[src/rtl/clk_div_ctrl_pkg.sv]
// Shared types and width helpers for the divider ratio-change controller.
package clk_div_ctrl_pkg;

    localparam int unsigned DefDivBits = 4;
    localparam int unsigned DefGapCyc  = 2;

    typedef enum logic [2:0] {
        StInit,
        StIdle,
        StQuiesce,
        StGate,
        StLoad,
        StSettle,
        StDone
    } state_e;

    // Settle needs 2*ratio counts without wrapping; timeout needs 2^(bits+1) counts.
    function automatic int unsigned settle_cnt_w(input int unsigned div_bits);
        return div_bits + 2;
    endfunction

    function automatic int unsigned tmo_cnt_w(input int unsigned div_bits);
        return div_bits + 1;
    endfunction

    localparam int unsigned SettleCntW = settle_cnt_w(DefDivBits);
    localparam int unsigned TmoCntW    = tmo_cnt_w(DefDivBits);

endpackage

[src/rtl/clk_div_rr_arb.sv]
// Two-way round-robin arbiter: combinational one-hot grant, registered last-grant pointer.
module clk_div_rr_arb (
    input  logic       i_clk,
    input  logic       i_rst_n,
    input  logic [1:0] i_req,
    input  logic       i_en,
    output logic [1:0] o_gnt
);

    logic last_q;
    logic last_d;
    logic [1:0] gnt;

    always_comb begin
        gnt = i_req;
        // On contention the requester not served last wins.
        if (i_req == 2'b11) begin
            gnt = last_q ? 2'b01 : 2'b10;
        end
        last_d = last_q;
        if (i_en && (gnt != 2'b00)) begin
            last_d = gnt[1];
        end
    end

    always_ff @(posedge i_clk or negedge i_rst_n) begin
        if (!i_rst_n) begin
            last_q <= 1'b1;
        end else begin
            last_q <= last_d;
        end
    end

    assign o_gnt = gnt;

endmodule

[src/rtl/clk_div_ctrl.sv]
// Safe ratio-change sequencer for a clock divider: arbitrate, quiesce, gate, load, settle.
module clk_div_ctrl
    import clk_div_ctrl_pkg::*;
#(
    parameter int unsigned max_div_bits = DefDivBits,
    parameter int unsigned gap_cyc      = DefGapCyc
) (
    input  logic                    i_ref_clk,
    input  logic                    i_rst_n,
    input  logic                    i_req0_valid,
    input  logic [max_div_bits-1:0] i_req0_ratio,
    output logic                    o_req0_ready,
    input  logic                    i_req1_valid,
    input  logic [max_div_bits-1:0] i_req1_ratio,
    output logic                    o_req1_ready,
    input  logic                    i_div_clk,
    output logic                    o_clk_en,
    output logic [max_div_bits-1:0] o_div_ratio,
    output logic                    o_busy,
    output logic                    o_done,
    output logic                    o_done_id
);

    localparam int unsigned CntW = settle_cnt_w(max_div_bits);
    localparam int unsigned TmoW = tmo_cnt_w(max_div_bits);
    localparam logic [CntW-1:0] TmoLast = CntW'({TmoW{1'b1}});
    localparam logic [CntW-1:0] GapLast = CntW'(gap_cyc - 1);
    localparam logic [CntW-1:0] CntOne  = CntW'(1);
    localparam logic [max_div_bits-1:0] RatioOne = max_div_bits'(1);

    state_e                  state_q, state_d;
    logic                    clk_en_q, clk_en_d;
    logic [max_div_bits-1:0] div_ratio_q, div_ratio_d;
    logic                    busy_q, busy_d;
    logic                    done_q, done_d;
    logic                    done_id_q, done_id_d;
    logic [1:0]              ready_q, ready_d;
    logic [max_div_bits-1:0] new_ratio_q, new_ratio_d;
    logic                    id_q, id_d;
    logic [CntW-1:0]         cnt_q, cnt_d;
    logic                    div_sync_q, div_sync_d;

    logic [1:0]              arb_gnt;
    logic                    arb_en;
    logic [max_div_bits-1:0] sel_ratio;
    logic [max_div_bits-1:0] norm_ratio;
    logic [CntW-1:0]         settle_last;

    clk_div_rr_arb u_arb (
        .i_clk   (i_ref_clk),
        .i_rst_n (i_rst_n),
        .i_req   ({i_req1_valid, i_req0_valid}),
        .i_en    (arb_en),
        .o_gnt   (arb_gnt)
    );

    assign sel_ratio   = ready_q[1] ? i_req1_ratio : i_req0_ratio;
    assign norm_ratio  = (sel_ratio == '0) ? RatioOne : sel_ratio;
    assign settle_last = {1'b0, new_ratio_q, 1'b0} - CntOne;

    always_comb begin
        state_d     = state_q;
        clk_en_d    = clk_en_q;
        div_ratio_d = div_ratio_q;
        busy_d      = busy_q;
        done_d      = 1'b0;
        done_id_d   = done_id_q;
        ready_d     = 2'b00;
        new_ratio_d = new_ratio_q;
        id_d        = id_q;
        cnt_d       = cnt_q;
        div_sync_d  = i_div_clk;
        arb_en      = 1'b0;

        unique case (state_q)
            StInit: begin
                state_d  = StIdle;
                clk_en_d = 1'b1;
                busy_d   = 1'b0;
            end
            StIdle: begin
                // Ratio is captured in the cycle the ready strobe is visible.
                if (ready_q != 2'b00) begin
                    new_ratio_d = norm_ratio;
                    id_d        = ready_q[1];
                    busy_d      = 1'b1;
                    cnt_d       = '0;
                    if (norm_ratio == div_ratio_q) begin
                        state_d   = StDone;
                        done_d    = 1'b1;
                        done_id_d = ready_q[1];
                    end else begin
                        state_d = StQuiesce;
                    end
                end else if (i_req0_valid || i_req1_valid) begin
                    ready_d = arb_gnt;
                    arb_en  = 1'b1;
                end
            end
            StQuiesce: begin
                if (!div_sync_q || (cnt_q == TmoLast)) begin
                    state_d  = StGate;
                    clk_en_d = 1'b0;
                    cnt_d    = '0;
                end else begin
                    cnt_d = cnt_q + CntOne;
                end
            end
            StGate: begin
                if (cnt_q == GapLast) begin
                    state_d     = StLoad;
                    div_ratio_d = new_ratio_q;
                    cnt_d       = '0;
                end else begin
                    cnt_d = cnt_q + CntOne;
                end
            end
            StLoad: begin
                state_d  = StSettle;
                clk_en_d = 1'b1;
                cnt_d    = '0;
            end
            StSettle: begin
                if (cnt_q == settle_last) begin
                    state_d   = StDone;
                    done_d    = 1'b1;
                    done_id_d = id_q;
                    cnt_d     = '0;
                end else begin
                    cnt_d = cnt_q + CntOne;
                end
            end
            StDone: begin
                state_d = StIdle;
                busy_d  = 1'b0;
            end
            default: begin
                state_d = StInit;
            end
        endcase
    end

    always_ff @(posedge i_ref_clk or negedge i_rst_n) begin
        if (!i_rst_n) begin
            state_q     <= StInit;
            clk_en_q    <= 1'b0;
            div_ratio_q <= RatioOne;
            busy_q      <= 1'b1;
            done_q      <= 1'b0;
            done_id_q   <= 1'b0;
            ready_q     <= 2'b00;
            new_ratio_q <= RatioOne;
            id_q        <= 1'b0;
            cnt_q       <= '0;
            div_sync_q  <= 1'b0;
        end else begin
            state_q     <= state_d;
            clk_en_q    <= clk_en_d;
            div_ratio_q <= div_ratio_d;
            busy_q      <= busy_d;
            done_q      <= done_d;
            done_id_q   <= done_id_d;
            ready_q     <= ready_d;
            new_ratio_q <= new_ratio_d;
            id_q        <= id_d;
            cnt_q       <= cnt_d;
            div_sync_q  <= div_sync_d;
        end
    end

    assign o_clk_en     = clk_en_q;
    assign o_div_ratio  = div_ratio_q;
    assign o_busy       = busy_q;
    assign o_done       = done_q;
    assign o_done_id    = done_id_q;
    assign o_req0_ready = ready_q[0];
    assign o_req1_ready = ready_q[1];

endmodule

[config.mk]
export PLATFORM = sky130hd
export DESIGN_NAME = clk_div_ctrl
export DESIGN_NICKNAME = d
export VERILOG_FILES = /design/src/rtl/clk_div_ctrl_pkg.sv /design/src/rtl/clk_div_rr_arb.sv /design/src/rtl/clk_div_ctrl.sv
export SDC_FILE = /design/constraint.sdc
export NUM_CORES = 1
export LEC_CHECK = 0
export ABC_AREA = 1
export BUFFER_PORTS_ARGS = -buffer_cell sky130_fd_sc_hd__buf_2
export CORE_MARGIN = 4
export CORE_UTILIZATION = 54
export CTS_CLUSTER_SIZE = 8
export DETAILED_ROUTE_END_ITERATION = 16
export GPL_TIMING_DRIVEN = 0
export MAX_ROUTING_LAYER = met4
export PLACE_DENSITY = 0.83
export SLEW_MARGIN = 20
export SYNTH_ARGS = -nofsm -noshare
export SYNTH_HDL_FRONTEND = slang
export SYNTH_SLANG_ARGS = --single-unit
export TNS_END_PERCENT = 30
[constraint.sdc]
create_clock -name i_ref_clk -period 2.4 [get_ports i_ref_clk]
set_input_delay 0.48 -clock i_ref_clk [delete_from_list [all_inputs] [get_ports i_ref_clk]]
set_output_delay 0.48 -clock i_ref_clk [all_outputs]
set_load 0.02 [all_outputs]
==> results of run 1 <==
[report_power, final]
group	switching, mW	internal [mW]	total [mW]
Clock	0.139	0.169	0.308
Sequential	0.122	0.596	0.718
Combinational	0.631	0.333	0.964
Total	0.892	1.10	1.99
[layout by cell type, fill, tap and decap left out, types with 2 or more instances in the layout]
cell type / instances
a21oi_1: 3
buf_2: 23
clkbuf_4: 3
dfrtp_1: 22
dfstp_2: 4
ha_1: 3
inv_1: 24
inv_2: 9
nand2_1: 74
nand3_1: 18
nand4_1: 3
nor2_1: 13
nor2_2: 3
nor3_1: 3
o211ai_1: 3
o21ai_0: 15
o21ai_1: 6
xor2_1: 2
[worst max path at each step]
stage,slack [ns],endpoint,startpoint,depth (start not counted)
global route,0.38,cnt_q[3],new_ratio_q[0],12
finish,0.55,cnt_q[5],new_ratio_q[0],11
floorplan,0.73,cnt_q[3],new_ratio_q[0],11
detailed placement,0.57,cnt_q[5],new_ratio_q[0],10
CTS,0.55,cnt_q[5],new_ratio_q[0],11
global placement,0.60,cnt_q[5],new_ratio_q[0],11
[metrics by stage]
stage	setup slack, ns	hold WS, ns
2_1_floorplan	0.734	0.184
3_3_place_gp	0.597	0.471
3_5_place_dp	0.574	0.475
4_1_cts	0.551	0.126
5_1_grt	0.376	0.121
6_report	0.546	0.108
[logic make-up after synthesis]
kind of cell	Yosys count
AO/OA/AOI/OAI	31
XOR/XNOR	3
adder cells (fa/ha/maj)	3
buffers and inverters	35
flip-flops	26
AND/OR/NAND/NOR	117
[final cells by class]
class | count | area share (%)
plain buffers | 2 | 0.720
clock buffers | 3 | 1.30
clock inverters | 1 | 1.73
inverters | 33 | 7.13
multi-input cells | 154 | 42.8
flip-flops and latches | 26 | 37.7
well taps | 31 | 2.23
repair buffers | 22 | 6.34
[worst reg2reg max path, cell delays in order (launching register included)]
cell	delay, ns
dfstp_2	0.58
inv_2	0.07
ha_1	0.29
inv_1	0.04
nand2_1	0.04
nand2_1	0.05
nor2_1	0.09
nand2_1	0.11
o21bai_4	0.23
nand2_4	0.11
nand3_1	0.08
o21ai_1	0.06
[metal layers]
layer	up-vias	wire length [microns]
met5	-	0
met4	0	37
met3	4	70
met2	13	1450
met1	628	1550
li1	739	-
[sequential cells by signal, summed over array words and instances, names as in the netlist]
name,count
cnt_q,6
new_ratio_q,4
o_div_ratio,4
state_q,3
ready_q,2
div_sync_q,1
id_q,1
o_busy,1
o_clk_en,1
o_done,1
o_done_id,1
u_arb.last_q,1
==> flow_metrics.tcl, run 1 <==
set metrics [dict create \
    status "complete, no violations" \
    viasPerCell 5.09 \
    cp_common_cell "nand2_1" \
    total_power_mw 1.99 \
    drv_cap 0 \
    period_minus_slack_ns 1.85 \
    cp.arrival_ns 2.08 \
    multi_input_area_sq_um 744 \
    synth_cells 215 \
    grt_antenna_before_repair 0 \
    path_cells "inv_2, ha_1, inv_1, nand2_1, nand2_1, nor2_1, nand2_1, o21bai_4, nand2_4, nand3_1, o21ai_1" \
    grt_util_met1_pct 23.7 \
    reg2reg_depth 11 \
    dr_total_vias 1384 \
    slowest_delay_ns 0.58 \
    drt-total-wl_microns 3110 \
    synth_mux_area_share_pct 0 \
    num_antenna_cells 0 \
    setup_viol 0 \
    grtUsageMet2_pct 31.6 \
    synth.most_common_cell "nand2_1" \
    ant_nets 0 \
    final_area_sq_um 1740 \
    cts_tree "yes" \
    synth_compound_area_share_pct 11.9 \
    cts_resized 0 \
    insertion_delay_ns 0.34 \
    clock.fmax_mhz 539 \
    grt_max_degree 27 \
    drive_above_1_share_pct 19.5 \
    nNetsFinal 258 \
    worstMarginPinSlew_ns 0.574 \
    core.rowCount 19 \
    grt_usage_pct 18.9 \
    drc_errors 0 \
    timing.final.crit_share_pct 77.2 \
    max_slew_margin_pct 61.7 \
    synth-simple-area-share_pct 32.4 \
    wl_per_cell_microns 11.4 \
    critical-path-top-delay-family "flip-flops" \
    dp_cells 268 \
    grt-ovfl-total 0 \
    start_util_pct 56.2 \
    holdBufCountCts 0 \
    die_h_microns 61.3 \
    vdd_drop_max_uv 898 \
    cts_sinks 26 \
    p_per_area_nw_per_um2 1150 \
    top_usage_layer "met2" \
    final.fill_count 266 \
    synthXorXnorAreaFrac_pct 1.71 \
    placed_area_sq_um 1690 \
    cts_buffers 3 \
    ys.warnings.count 0 \
    avgSynthCellArea_sq_um 7.15 \
    first_pass_iters 5 \
    synth_common_cells "nand2_1, inv_1, dfrtp_1" \
    cp_num_buf_inv 2 \
    setup.worst_path.start_class "flip-flop" \
    hp-class "primary input to async pin" \
    core_sq_um 2730 \
    clk_path_buf_depth 2 \
    io_pins 23 \
    h-tree-depth 1 \
    gp_congestion 0.882 \
    final_util_pct 63.6 \
    p_leak_nw 0.966 \
    synth_seq_area_share_pct 42.7 \
    ff2ff_setup_slack_ns 0.55 \
    async_reset_ff_share_pct 100 \
    synthesis.area_sq_um 1540 \
    first_global_vias 1237 \
    grt_pass1_wl_microns 5180 \
    timing.rr.start "new_ratio_q[0]" \
    ys.flop_type "dfrtp_1" \
    drtIter0Drc 51 \
    dp_hpwl_microns 2410 \
    yosys-top-cells-area "dfrtp_1, nand2_1, dfstp_2, nand3_1, inv_1" \
    port_buffers 22 \
    synth_cell_types 26 \
    die_area_sq_um 3760 \
    slowest_stage "dfstp_2" \
    synth_edf_count 0 \
    path_clk_slew_ns 0.16 \
    yosys.area.top_type "dfrtp_1" \
    die_w_microns 61.3 \
    final-instance-count-excl-fill 272 \
    syn-num-nets 231 \
    synth_top_area_share_pct 35.8 \
    hold_viol 0 \
    synth_seq_cells 26 \
    root_buffer "clkbuf_4" \
    synth_top_family_by_area "simple AND/OR/NAND/NOR gates" \
    seqCellArea_sq_um 656 \
    postCtsSetupBuffers 0 \
    drv_slew 0 \
    rsz0062_at_grt "false" \
    critPathRequiredTime_ns 2.63 \
    gr-usage-met3_pct 2.52 \
    worstSetupPathType "flip-flop to flip-flop" \
    setup_tns_ns 0 \
    synthToLayoutAreaGrowth_pct 13.1 \
    worstReg2RegEnd "cnt_q[5]" \
    fin_skew_ns 0.0155 \
    cp_max_fo 6 \
    critPathCaptureType "flip-flop" \
    synthAdderAreaFrac_pct 2.44 \
]
No activity file was read; power rests on OpenSTA's default activity.
==> run 2, diff against run 1 <==
CORE_UTILIZATION = 50   (was 54)
PLACE_DENSITY = 0.81   (was 0.83)
clock period = 1.66 ns   (was 2.4 ns; I/O delays follow)
==> run 2 against run 1 <==
Net effect: the flow now finishes with violations (negative setup slack); utilization grew 0.51 points; worst hold slack lost 0.0029 ns; first-iteration DRC count grew 35%.
==> flow_metrics.tcl, run 2 (synthesis gave the netlist of run 1 again) <==
set metrics [dict create \
    cp.depth 11 \
    period_minus_slack_ns 1.78 \
    p_sw_mw 1.37 \
    cts_tree "yes" \
    violations "negative setup slack" \
    worstMarginPinSlew_ns 0.570 \
    clk_path_buf_depth 2 \
    cts_sinks 26 \
    grt_antenna_before_repair 0 \
    start_util_pct 53.9 \
    wl_per_cell_microns 12.1 \
    dp_hpwl_microns 2450 \
    insertion_delay_ns 0.33 \
    place_ws_ns -0.187 \
    setup_viol 10 \
    setup_tns_ns -0.817 \
    hp-class "primary input to flip-flop" \
    drive_above_1_share_pct 24.5 \
    grt_max_degree 27 \
    die_area_sq_um 4020 \
    slowest_delay_ns 0.59 \
    gp_congestion 0.903 \
    status "finished, violations left" \
    cts_buffers 3 \
    first_global_vias 1526 \
    internal-power_mw 1.69 \
    die_h_microns 63.4 \
    p_per_area_nw_per_um2 1670 \
    clkPwrFrac_pct 14.4 \
    final_util_pct 64.1 \
    combPwrFrac_pct 51.4 \
    total_power_mw 3.06 \
    timing.rr.start "new_ratio_q[0]" \
    slowest_stage "dfstp_2" \
    root_buffer "clkbuf_4" \
    worstSetupPathType "flip-flop to flip-flop" \
    first_pass_iters 4 \
    dr_total_vias 1448 \
    cp_num_buf_inv 2 \
    cp_common_cell "nand2_1" \
    rsz0062_at_grt "true" \
    critPathRequiredTime_ns 1.88 \
    path_clk_slew_ns 0.15 \
    fin_ws_ns -0.119 \
    regMostFlops "cnt_q" \
    final_area_sq_um 1830 \
    synthToLayoutAreaGrowth_pct 19.0 \
    cp.arrival_ns 2.00 \
    largest_reg_flops 6 \
    cp-startpoint "new_ratio_q[0]" \
    p_leak_nw 1.00 \
    h-tree-depth 1 \
    final.fill_count 258 \
    placed_area_sq_um 1690 \
    ff2ff_setup_slack_ns -0.12 \
    num_antenna_cells 0 \
    drt-total-wl_microns 3380 \
    viasPerCell 5.17 \
    fin_skew_ns 0.0105 \
    finalHoldWorstSlack_ns 0.106 \
    port_buffers 22 \
    setup.worst_path.start_class "flip-flop" \
    worstReg2RegEnd "cnt_q[4]" \
    timing.final.crit_share_pct 107 \
    layout_commonest_cell "nand2_1" \
    drv_slew 0 \
    grt_usage_pct 19.2 \
    vdd_drop_max_uv 1230 \
    max_slew_margin_pct 62.0 \
    core.rowCount 19 \
    ant_nets 0 \
    path_cells "inv_4, ha_4, inv_2, nand2_1, nand2_1, nor2_1, nand2_1, o21bai_4, nand2_4, nand2_1, o21ai_1" \
    final_cell_mix "nand2_1, buf_2, inv_1, dfrtp_1, nand3_1" \
    grt-ovfl-total 0 \
    critPathCaptureType "flip-flop" \
    critical-path-top-delay-family "flip-flops" \
    crit_path_end "cnt_q[4]" \
    reg2reg_depth 11 \
    cp_max_fo 6 \
    switching_share_pct 44.7 \
    drc_errors 0 \
    final-instance-count-excl-fill 280 \
    nNetsFinal 266 \
    dp_cells 268 \
    hold_viol 0 \
    drtIter0Drc 69 \
    clock.fmax_mhz 562 \
    core_sq_um 2850 \
    drv_cap 0 \
    grt_pass1_wl_microns 6240 \
    die_w_microns 63.4 \
    io_pins 23 \
    seqPwrFrac_pct 34.2 \
]
run 2: changes by cell type in the layout (fill, tap and decap cells not counted), sizes merged:
cell / change
buf: +7
dlygate4sd3: +1
run 2: final cells by class:
cell class	instances	area (sq um)	area share [%]
Tap cell	31	38.8	2.12
Clock buffer	3	22.5	1.23
Sequential cell	26	656	35.9
Buffer	2	12.5	0.684
Clock inverter	1	30.0	1.64
Timing Repair Buffer	30	173	9.45
Inverter	33	126	6.91
Multi-Input combinational cell	154	769	42.1
run 2: routing by layer:
layer / vias to the layer above / part of all wire, % / GRT usage, %
li1: 754 / - / -
met1: 661 / 46 / 23.5
met2: 31 / 49 / 31.4
met3: 2 / 4.2 / 4.62
met4: 0 / 0.59 / 5.93
met5: - / 0 / -
run 2: what timing repair did:
item                                    in CTS  in global routing
resized for setup                            4                  4
buffers inserted                             5                  2
hold buffers                                 1                  0
endpoints found under the hold margin       22                  0
gates cloned                                 0                  0
pin swaps                                    8                  4
endpoints found under the setup margin       9                 10
run 2: how the worst min path moves through the flow:
stage                          from             end  slack, ns  cells past startpoint
after floorplan             i_rst_n        cnt_q[0]       0.04                      0
after global placement      i_rst_n  o_div_ratio[1]       0.36                      1
after detailed placement    i_rst_n  o_div_ratio[3]       0.36                      1
after CTS                 i_div_clk      div_sync_q       0.10                      1
after global routing      i_div_clk      div_sync_q       0.09                      1
final                     i_div_clk      div_sync_q       0.11                      1
run 2: power by group through the flow:
stage | registers, mW | logic, mW | clock network (mW)
after floorplan | 1.09 | 1.01 | 0
after global placement | 1.04 | 1.36 | 0
after detailed placement | 1.05 | 1.40 | 0
after CTS | 1.04 | 1.52 | 0.447
after global routing | 1.08 | 1.82 | 0.476
final | 1.05 | 1.57 | 0.439
